--- config.mk ---
export PLATFORM = sky130hd
export DESIGN_NAME = adsr_envelope_scaler
export DESIGN_NICKNAME = d
export VERILOG_FILES = /design/src/rtl/adsr_envelope_scaler.sv
export SDC_FILE = /design/constraint.sdc
export NUM_CORES = 1
export LEC_CHECK = 0
export CAP_MARGIN = 20
export CORE_MARGIN = 3
export CORE_UTILIZATION = 25
export DETAILED_ROUTE_END_ITERATION = 10
export GPL_TIMING_DRIVEN = 0
export SKIP_LAST_GASP = 1
export SYNTH_ARGS = -nofsm -noshare
export SYNTH_HDL_FRONTEND = slang
export SYNTH_SLANG_ARGS = --single-unit
--- constraint.sdc ---
create_clock -name clk -period 15 [get_ports clk]
set_input_delay 3 -clock clk [delete_from_list [all_inputs] [get_ports clk]]
set_output_delay 3 -clock clk [all_outputs]
set_load 0.01 [all_outputs]
--- src/rtl/adsr_envelope_scaler.sv ---
// adsr_envelope_scaler
//   Applies a gate-driven ADSR envelope to the offset-binary sine sample coming
//   from sine_wave_generator and hands the amplitude-scaled sample to the mixer.
//   The envelope advances by one step on each sample_valid strobe. The scaled
//   sample appears two clocks after its strobe.
// Ports
//   clk, rst        system clock; asynchronous active-high reset
//   sine            unsigned SAMPLE_W-bit input sample (mid code 2**(SAMPLE_W-1))
//   sample_valid    one-cycle strobe: sine is valid and the envelope ticks
//   gate            note held level; rising edge = key on, falling edge = key off
//   attack_rate     level increment per tick while attacking
//   decay_rate      level decrement per tick while decaying
//   sustain_level   sustain target, scaled up to ENV_W bits
//   release_rate    level decrement per tick while releasing
//   sample_out      scaled offset-binary sample (holds between strobes)
//   out_valid       one-cycle strobe qualifying sample_out
//   env_level       current envelope level
//   env_state       IDLE=0 ATTACK=1 DECAY=2 SUSTAIN=3 RELEASE=4
//   active          high whenever env_state is not IDLE
module adsr_envelope_scaler #(
    parameter int SAMPLE_W = 11,
    parameter int ENV_W    = 12,
    parameter int RATE_W   = 8
) (
    input  logic                clk,
    input  logic                rst,
    input  logic [SAMPLE_W-1:0] sine,
    input  logic                sample_valid,
    input  logic                gate,
    input  logic [RATE_W-1:0]   attack_rate,
    input  logic [RATE_W-1:0]   decay_rate,
    input  logic [7:0]          sustain_level,
    input  logic [RATE_W-1:0]   release_rate,
    output logic [SAMPLE_W-1:0] sample_out,
    output logic                out_valid,
    output logic [ENV_W-1:0]    env_level,
    output logic [2:0]          env_state,
    output logic                active
);

    localparam int MID     = 1 << (SAMPLE_W - 1);
    localparam int ENV_MAX = (1 << ENV_W) - 1;
    localparam int PW      = SAMPLE_W + ENV_W + 1;   // signed product width

    typedef enum logic [2:0] {
        IDLE    = 3'd0,
        ATTACK  = 3'd1,
        DECAY   = 3'd2,
        SUSTAIN = 3'd3,
        RELEASE = 3'd4
    } state_t;

    state_t                     state_reg, state_next;
    logic [ENV_W-1:0]           level_reg, level_next;
    logic                       gate_reg;
    logic                       rise, fall;
    logic [ENV_W-1:0]           target;
    logic [ENV_W:0]             attack_sum, decay_diff, release_diff;

    logic signed [SAMPLE_W:0]   s_next, s1_reg;
    logic [ENV_W-1:0]           e1_reg;
    logic                       v1_reg;
    logic signed [PW-1:0]       prod;
    logic signed [SAMPLE_W:0]   quot;
    logic [SAMPLE_W-1:0]        y;
    logic                       unused_bits;

    assign rise   = gate & ~gate_reg;
    assign fall   = ~gate & gate_reg;
    assign target = {sustain_level, {(ENV_W-8){1'b0}}};

    // One extra bit so an overflow (attack) or borrow (decay/release) is visible
    // in the MSB instead of wrapping.
    assign attack_sum   = {1'b0, level_reg} + {{(ENV_W+1-RATE_W){1'b0}}, attack_rate};
    assign decay_diff   = {1'b0, level_reg} - {{(ENV_W+1-RATE_W){1'b0}}, decay_rate};
    assign release_diff = {1'b0, level_reg} - {{(ENV_W+1-RATE_W){1'b0}}, release_rate};

    always_comb begin
        state_next = state_reg;
        level_next = level_reg;
        case (state_reg)
            IDLE: begin
                if (rise) state_next = ATTACK;
            end
            ATTACK: begin
                // A gate edge takes priority over a coincident tick; the level holds.
                if (fall) begin
                    state_next = RELEASE;
                end else if (sample_valid) begin
                    if (attack_sum >= (ENV_W+1)'(ENV_MAX)) begin
                        level_next = ENV_W'(ENV_MAX);
                        state_next = DECAY;
                    end else begin
                        level_next = attack_sum[ENV_W-1:0];
                    end
                end
            end
            DECAY: begin
                if (fall) begin
                    state_next = RELEASE;
                end else if (sample_valid) begin
                    if (decay_diff[ENV_W] || (decay_diff[ENV_W-1:0] <= target)) begin
                        level_next = target;
                        state_next = SUSTAIN;
                    end else begin
                        level_next = decay_diff[ENV_W-1:0];
                    end
                end
            end
            SUSTAIN: begin
                if (fall) begin
                    state_next = RELEASE;
                end else if (sample_valid) begin
                    level_next = target;
                end
            end
            RELEASE: begin
                // Retrigger continues from the current level.
                if (rise) begin
                    state_next = ATTACK;
                end else if (sample_valid) begin
                    if (release_diff[ENV_W] || (release_diff[ENV_W-1:0] == '0)) begin
                        level_next = '0;
                        state_next = IDLE;
                    end else begin
                        level_next = release_diff[ENV_W-1:0];
                    end
                end
            end
            default: begin
                state_next = IDLE;
                level_next = '0;
            end
        endcase
    end

    // Datapath: centre the sample around zero, multiply by the pre-update level
    // and take floor(p / 2**ENV_W), then re-bias to offset binary.
    assign s_next = signed'({1'b0, sine} - (SAMPLE_W+1)'(MID));
    assign prod   = PW'(s1_reg) * PW'(signed'({1'b0, e1_reg}));
    assign quot   = prod[ENV_W +: SAMPLE_W+1];           // arithmetic shift, floor
    assign y      = quot[SAMPLE_W-1:0] + SAMPLE_W'(MID);  // result always fits 0..2**SAMPLE_W-2
    assign unused_bits = ^{prod[ENV_W-1:0], prod[PW-1], quot[SAMPLE_W]};

    always_ff @(posedge clk or posedge rst) begin
        if (rst) begin
            gate_reg   <= 1'b0;
            state_reg  <= IDLE;
            level_reg  <= '0;
            s1_reg     <= '0;
            e1_reg     <= '0;
            v1_reg     <= 1'b0;
            sample_out <= SAMPLE_W'(MID);
            out_valid  <= 1'b0;
        end else begin
            gate_reg  <= gate;
            state_reg <= state_next;
            level_reg <= level_next;
            v1_reg    <= sample_valid;
            if (sample_valid) begin
                s1_reg <= s_next;
                e1_reg <= level_reg;
            end
            out_valid <= v1_reg;
            if (v1_reg) sample_out <= y;
        end
    end

    assign env_level = level_reg;
    assign env_state = state_reg;
    assign active    = (state_reg != IDLE);

endmodule

# After elaboration in Yosys (flattened, before gate mapping)
# Index checks and enable logic that the tools add are counted.
# Widths: inputs -> output; s select.
# totals
reg_bits	53
inputBits	47
elab_cells	72
# op_classes
n_mux	24
multipliers	1
add_sub_neg	5
eq_ne	20
n_reduce_logical	7
n_lt_le_gt_ge	2
n_bitwise	5
# ops
op	count
$mux 12	11
$pmux 12 s5	1
$mux 3	11
$sub 12x8->13	2
$mul 12x13->23	1
$ne 2x2->1 const B	10
$ne 3x3->1 const B	6
$pmux 3 s5	1
$add 12x8->13	1
$ge 13x12->1 const B	1
$le 12x12->1	1
$logic_not 12->1	1
$sub 11x11->12 const B	1
$add 11x11->11 const B	1
$reduce_and 9->1	1
$reduce_and 8->1	1
$eq 3x2->1 const B	2
$eq 3x1->1 const B	1
$eq 3x3->1 const B	1
$logic_not 3->1	1
$not 1->1	3
$reduce_bool 3->1	1
$and 1x1->1	2
$logic_or 1x1->1	2

# Logic depth before layout (Yosys ltp)
# logic_depth
word_depth	7
mapped_depth	21
ltp_nobuf	20

# Least setup slack after synthesis
# No wires, ideal clock.
# synth_path
path_type	input -> register
startpoint	in decay_rate[0]
endpoint	reg level_reg[2] (netlist: env_level[2])
required_time_ns	14.913
setup_slack_ns	8.674
path_stages	16
arrival_ns	6.239
path_buffers	0
cell_sequence	ha_1 -> inv_1 -> fa_1 -> a21oi_1 -> o22ai_1 -> o31ai_1 -> xnor2_1 -> ha_1 -> nand3_1 -> o21bai_1 -> a31oi_1 -> or3_1 -> o2111ai_2 -> nor3_1 -> a22oi_1 -> o211ai_1
# synth_via
elab_chain_len	7
# synth_lines
item	line_no	text
from (decl)	31	input logic [RATE_W-1:0] decay_rate,
$sub 12x8->13 *	75	assign decay_diff = {1'b0, level_reg} - {{(ENV_W+1-RATE_W){1'b0}}, decay_rate};
$le 12x12->1	102	if (decay_diff[ENV_W] || (decay_diff[ENV_W-1:0] <= target)) begin
$logic_or 1x1->1	102	
$mux 12 *	102	
$mux 12 *	101	end else if (sample_valid) begin
$mux 12 *	99	if (fall) begin
$pmux 12 s5 *	81	case (state_reg)
to (signal assigned)	158	level_reg <= level_next;
to (decl)	54	logic [ENV_W-1:0] level_reg, level_next;
# Mark *: on every way between the ends. The rest lies on a longest branch, timed or not. The select of a mux whose other input is x is not followed.
# A chain may end at the register's enable or synchronous reset.

# Final worst setup path
# layout_path
startpoint	in decay_rate[0]
endpoint	reg level_reg[5] (netlist: env_level[5])
# Same word-level chain as after synthesis.

==> results.txt <==
The setup fix buffers added after clock tree synthesis is 0. In this run the static leakage power is 4.62 nW. The average instance area after synthesis came out at 8.90 µm². The worst path buffer plus inverter count came out at 3.

Entering global routing, the biggest net connects 40 pins. The family with the most delay on the worst path is compound AO/OA/AOI/OAI gates. The row count is 66. The via total after detailed routing came out at 6774. Walking the worst path, the cells encountered are clkdlybuf4s50_1 > ha_1 > inv_1 > fa_1 > a21oi_1 > o22ai_1 > o31ai_1 > nand2_1 > xnor2_1 > ha_1 > nand4b_1 > nor4_1 > o21ai_1 > o2111ai_2 > nor3_1 > buf_2 > a22oi_1 > nand3_1. The number of enable-type register cells in the synthesized netlist came out at 0.

The start point of the critical path is decay_rate[0]. The number of different library cells used by synthesis comes to 64. The worst min-delay path startpoint is v1_reg. The cell depth of the worst hold path came out at 0. The worst setup path is of the input port to register kind. The detail-routed via count per cell is 4.62. The number of buffers inserted by hold repair at cts is 0. For the pin with the worst max-slew slack, the measured transition is 0.726 ns. The biggest fanout along the worst timing path came out at 10. The final cell count without fillers came out at 1467. STA classifies the critical path startpoint as an input port. The antenna diode instance count is 0. Dividing the detail-routed wire length by the instance count gives 15.0 µm. The number of global-route vias before repair is 7200. The utilization after layout came out at 30.1%. The reg-to-reg setup timing slack came out at 9.07 ns. Counting the buffers created by CTS gives 5. The net count of the finished layout is 1269. TritonCTS built the clock tree.

The path class of the tightest hold or removal check is register to register. The post-synth net total is 1186. The clock tree root buffer cell is sky130_fd_sc_hd__clkbuf_16. Headroom to the max-slew limit came out at 51.6%. The run finished with clean final reports. Setup violations remaining at the end of the flow were counted as 0. The worst register-to-register path ends at sample_out[7]. The maximum clock rate came out at 136 MHz. The count of unresolved DRC violations after routing came out at 0. From synthesis to final layout, the design area changed by 17.8%. The worst-case IR drop observed on VDD is 0.120 mV. In this run, the number of DRC markers left after iteration 0 of detailed routing was 500. The sequential element share of the synthesized area came out at 15.6%. Setup repair after global routing left no endpoint under its margin.

The floorplan die area came out at 35700 µm². The post-route setup TNS came out at 0 ns. The placer's final routability congestion estimate is 0.884. The global-route usage over all layers came out at 12.9%. CTS built an H-tree with a depth of 2. STA classifies the critical path endpoint as a register.

The detail route stage leaves a number of antenna-violating nets equal to 0. The fraction of registers with async set or reset after synthesis is 100%. For hold timing, the worst endpoint is out_valid. The total count of hold-check failures in the final report is 0. The die is 189 µm wide. The count of input and output buffers came out at 74.

No sink is reached through more buffers than the 2 on the longest clock path. The first-pass iteration count of the detailed router came out at 5. Pin placement for this block handled 75 I/O pins.

The biggest cell delay along the critical path is 0.61 ns. The ratio of cells with drive above 1 in the final layout came out at 5.76%. The library cell appearing most often on the critical path is sky130_fd_sc_hd__ha_1. After clock tree synthesis, the repair step resized 0 gates.

The clock net in this run drives a total of 52 sinks. The number of cells on the worst reg-to-reg path is 19. The height of the chip is 189 µm.

The number of placed instances, taps included came out at 1458. The max-capacitance violation count came out at 0. The master of the slowest instance on the critical path is sky130_fd_sc_hd__o31ai_1. For this configuration, the core starts out at a cell density of 25.5%. The summed instance area of the synthesized netlist came out at 8380 µm².

The gate count after technology mapping came out at 941. The final number of max-transition violations came out at 0. The standard cell area after detailed placement came out at 9690 µm². The worst-skew pair later-pin latency came out at 0.31 ns.

The global-route wire length before repair came out at 37400 µm. For the worst setup path, the data required time is 15.24 ns. The number of antenna violations at the first check in global routing is 1. The reg-to-reg critical path startpoint is s1_reg[4]. The leading register cell type out of synthesis is sky130_fd_sc_hd__dfrtp_1. Hold is met by 0.493 ns. The total routed wirelength came out at 22000 µm.

The Yosys step of the flow raised 0 warnings. The area of the core region came out at 32800 µm². The final worst-path cycle share came out at 49.2%.

The summed area of non-filler cells in the final layout came out at 9870 µm². Global routing finished with a remaining overflow of 0. In this run, synthesis produced a sequential element count of 52. On the final layout, the worst clock skew is 0.00399 ns.

STA puts the critical path data arrival time at 7.61 ns. Dividing total power by cell area gives a power density of 215 nW/µm². The clock transition at the registers of the reported paths came out at 0.07 ns.

The HPWL after detailed placement is 18500 µm. The worst path needs 7.37 ns of the cycle, external delays included.
## final cells by class
type / count / area, µm²
clock inverter: 3 / 47.5
timing repair buffer: 76 / 766
multi-input combinational: 694 / 6340
fill: 3446 / 22900
inverter: 156 / 586
buffer: 39 / 150
sequential: 52 / 1300
tap: 442 / 553
clock buffer: 5 / 125
## logic make-up after synthesis
| logic type | synth area share [%] |
|---|---|
| AOI/OAI and AO/OA | 10.8 |
| xor gates and xnor gates | 3.66 |
| adders and majority gates | 38.8 |
| buffers and inverters | 8.78 |
| DFF | 15.6 |
| muxes | 4.90 |
| and+or+nand+nor | 17.5 |
## placed cells by master (no fill, tap or decap), types with 9 or more instances in the layout
master,synthesis,routed
sky130_fd_sc_hd__a21oi_1,21,21
sky130_fd_sc_hd__clkdlybuf4s50_1,0,74
sky130_fd_sc_hd__xor2_1,9,9
sky130_fd_sc_hd__inv_1,156,155
sky130_fd_sc_hd__ha_1,96,96
sky130_fd_sc_hd__nand2_1,101,101
sky130_fd_sc_hd__nor2_1,43,43
sky130_fd_sc_hd__o21ai_0,27,27
sky130_fd_sc_hd__dfrtp_1,51,51
sky130_fd_sc_hd__nand3_1,16,16
sky130_fd_sc_hd__and2_1,63,63
sky130_fd_sc_hd__nand2b_1,11,11
sky130_fd_sc_hd__nor3_1,17,17
sky130_fd_sc_hd__fa_1,102,102
sky130_fd_sc_hd__xnor2_1,26,26
sky130_fd_sc_hd__clkbuf_1,32,32
sky130_fd_sc_hd__mux2_2,32,32
## where the power goes
| part | internal (W) | switching [W] |
|---|---|---|
| Combinational | 0.000772 | 0.000962 |
| Sequential | 0.000193 | 0.0000540 |
| Clock | 0.0000795 | 0.0000587 |
## cells in the mapped netlist, types with 9 or more instances
cell | count | area, µm²
sky130_fd_sc_hd__and2_1 | 63 | 394
sky130_fd_sc_hd__o21ai_0 | 27 | 135
sky130_fd_sc_hd__nand2b_1 | 11 | 68.8
sky130_fd_sc_hd__dfrtp_1 | 51 | 1280
sky130_fd_sc_hd__xor2_1 | 9 | 78.8
sky130_fd_sc_hd__clkbuf_1 | 32 | 120
sky130_fd_sc_hd__ha_1 | 96 | 1200
sky130_fd_sc_hd__inv_1 | 156 | 586
sky130_fd_sc_hd__fa_1 | 102 | 2040
sky130_fd_sc_hd__a21oi_1 | 21 | 105
sky130_fd_sc_hd__xnor2_1 | 26 | 228
sky130_fd_sc_hd__nand2_1 | 101 | 379
sky130_fd_sc_hd__nand3_1 | 16 | 80.1
sky130_fd_sc_hd__mux2_2 | 32 | 360
sky130_fd_sc_hd__nor2_1 | 43 | 161
sky130_fd_sc_hd__nor3_1 | 17 | 85.1
## how the worst max path moves through the flow
stage / slack (ns) / cells after the start / to
floorplan: 8.67 / 16 / env_level[2]
global placement: 7.08 / 17 / env_level[5]
detailed placement: 7.14 / 17 / env_level[5]
CTS: 7.43 / 17 / env_level[5]
global route: 7.25 / 18 / env_level[5]
finish: 7.63 / 18 / env_level[5]
## metrics by stage
stage | setup slack (ns) | total power (W)
after global routing | 7.25 | 0.00244
after CTS | 7.43 | 0.00216
after detailed placement | 7.14 | 0.00199
final | 7.63 | 0.00212
after global placement | 7.08 | 0.00197
after floorplan | 8.67 | 0.00155
## metal layers
metal	wire length (µm)	GRT usage, %	vias up	share of wire (%)
met5	20	0	-	0.091
met4	286	1.95	2	1.3
met3	939	2.13	16	4.3
met2	10800	22.6	156	49
met1	9990	17.1	3346	45
li1	-	-	3254	-
## worst reg2reg max path, cell delays in order (launching register included)
cell                       delay [ns]
sky130_fd_sc_hd__dfrtp_1         0.46
sky130_fd_sc_hd__clkbuf_1        0.42
sky130_fd_sc_hd__nand2_1         0.15
sky130_fd_sc_hd__fa_1            0.50
sky130_fd_sc_hd__fa_1            0.45
sky130_fd_sc_hd__fa_1            0.54
sky130_fd_sc_hd__inv_1           0.05
sky130_fd_sc_hd__fa_1            0.47
sky130_fd_sc_hd__inv_1           0.05
sky130_fd_sc_hd__fa_1            0.52
sky130_fd_sc_hd__inv_1           0.04
sky130_fd_sc_hd__ha_1            0.23
sky130_fd_sc_hd__a211oi_1        0.26
sky130_fd_sc_hd__nand2_1         0.18
sky130_fd_sc_hd__o2111a_1        0.29
sky130_fd_sc_hd__or2_2           0.33
sky130_fd_sc_hd__a211oi_1        0.34
sky130_fd_sc_hd__o21bai_1        0.12
sky130_fd_sc_hd__xor2_1          0.15
sky130_fd_sc_hd__mux2_2          0.27
No activity file was read; power rests on OpenSTA's default activity.
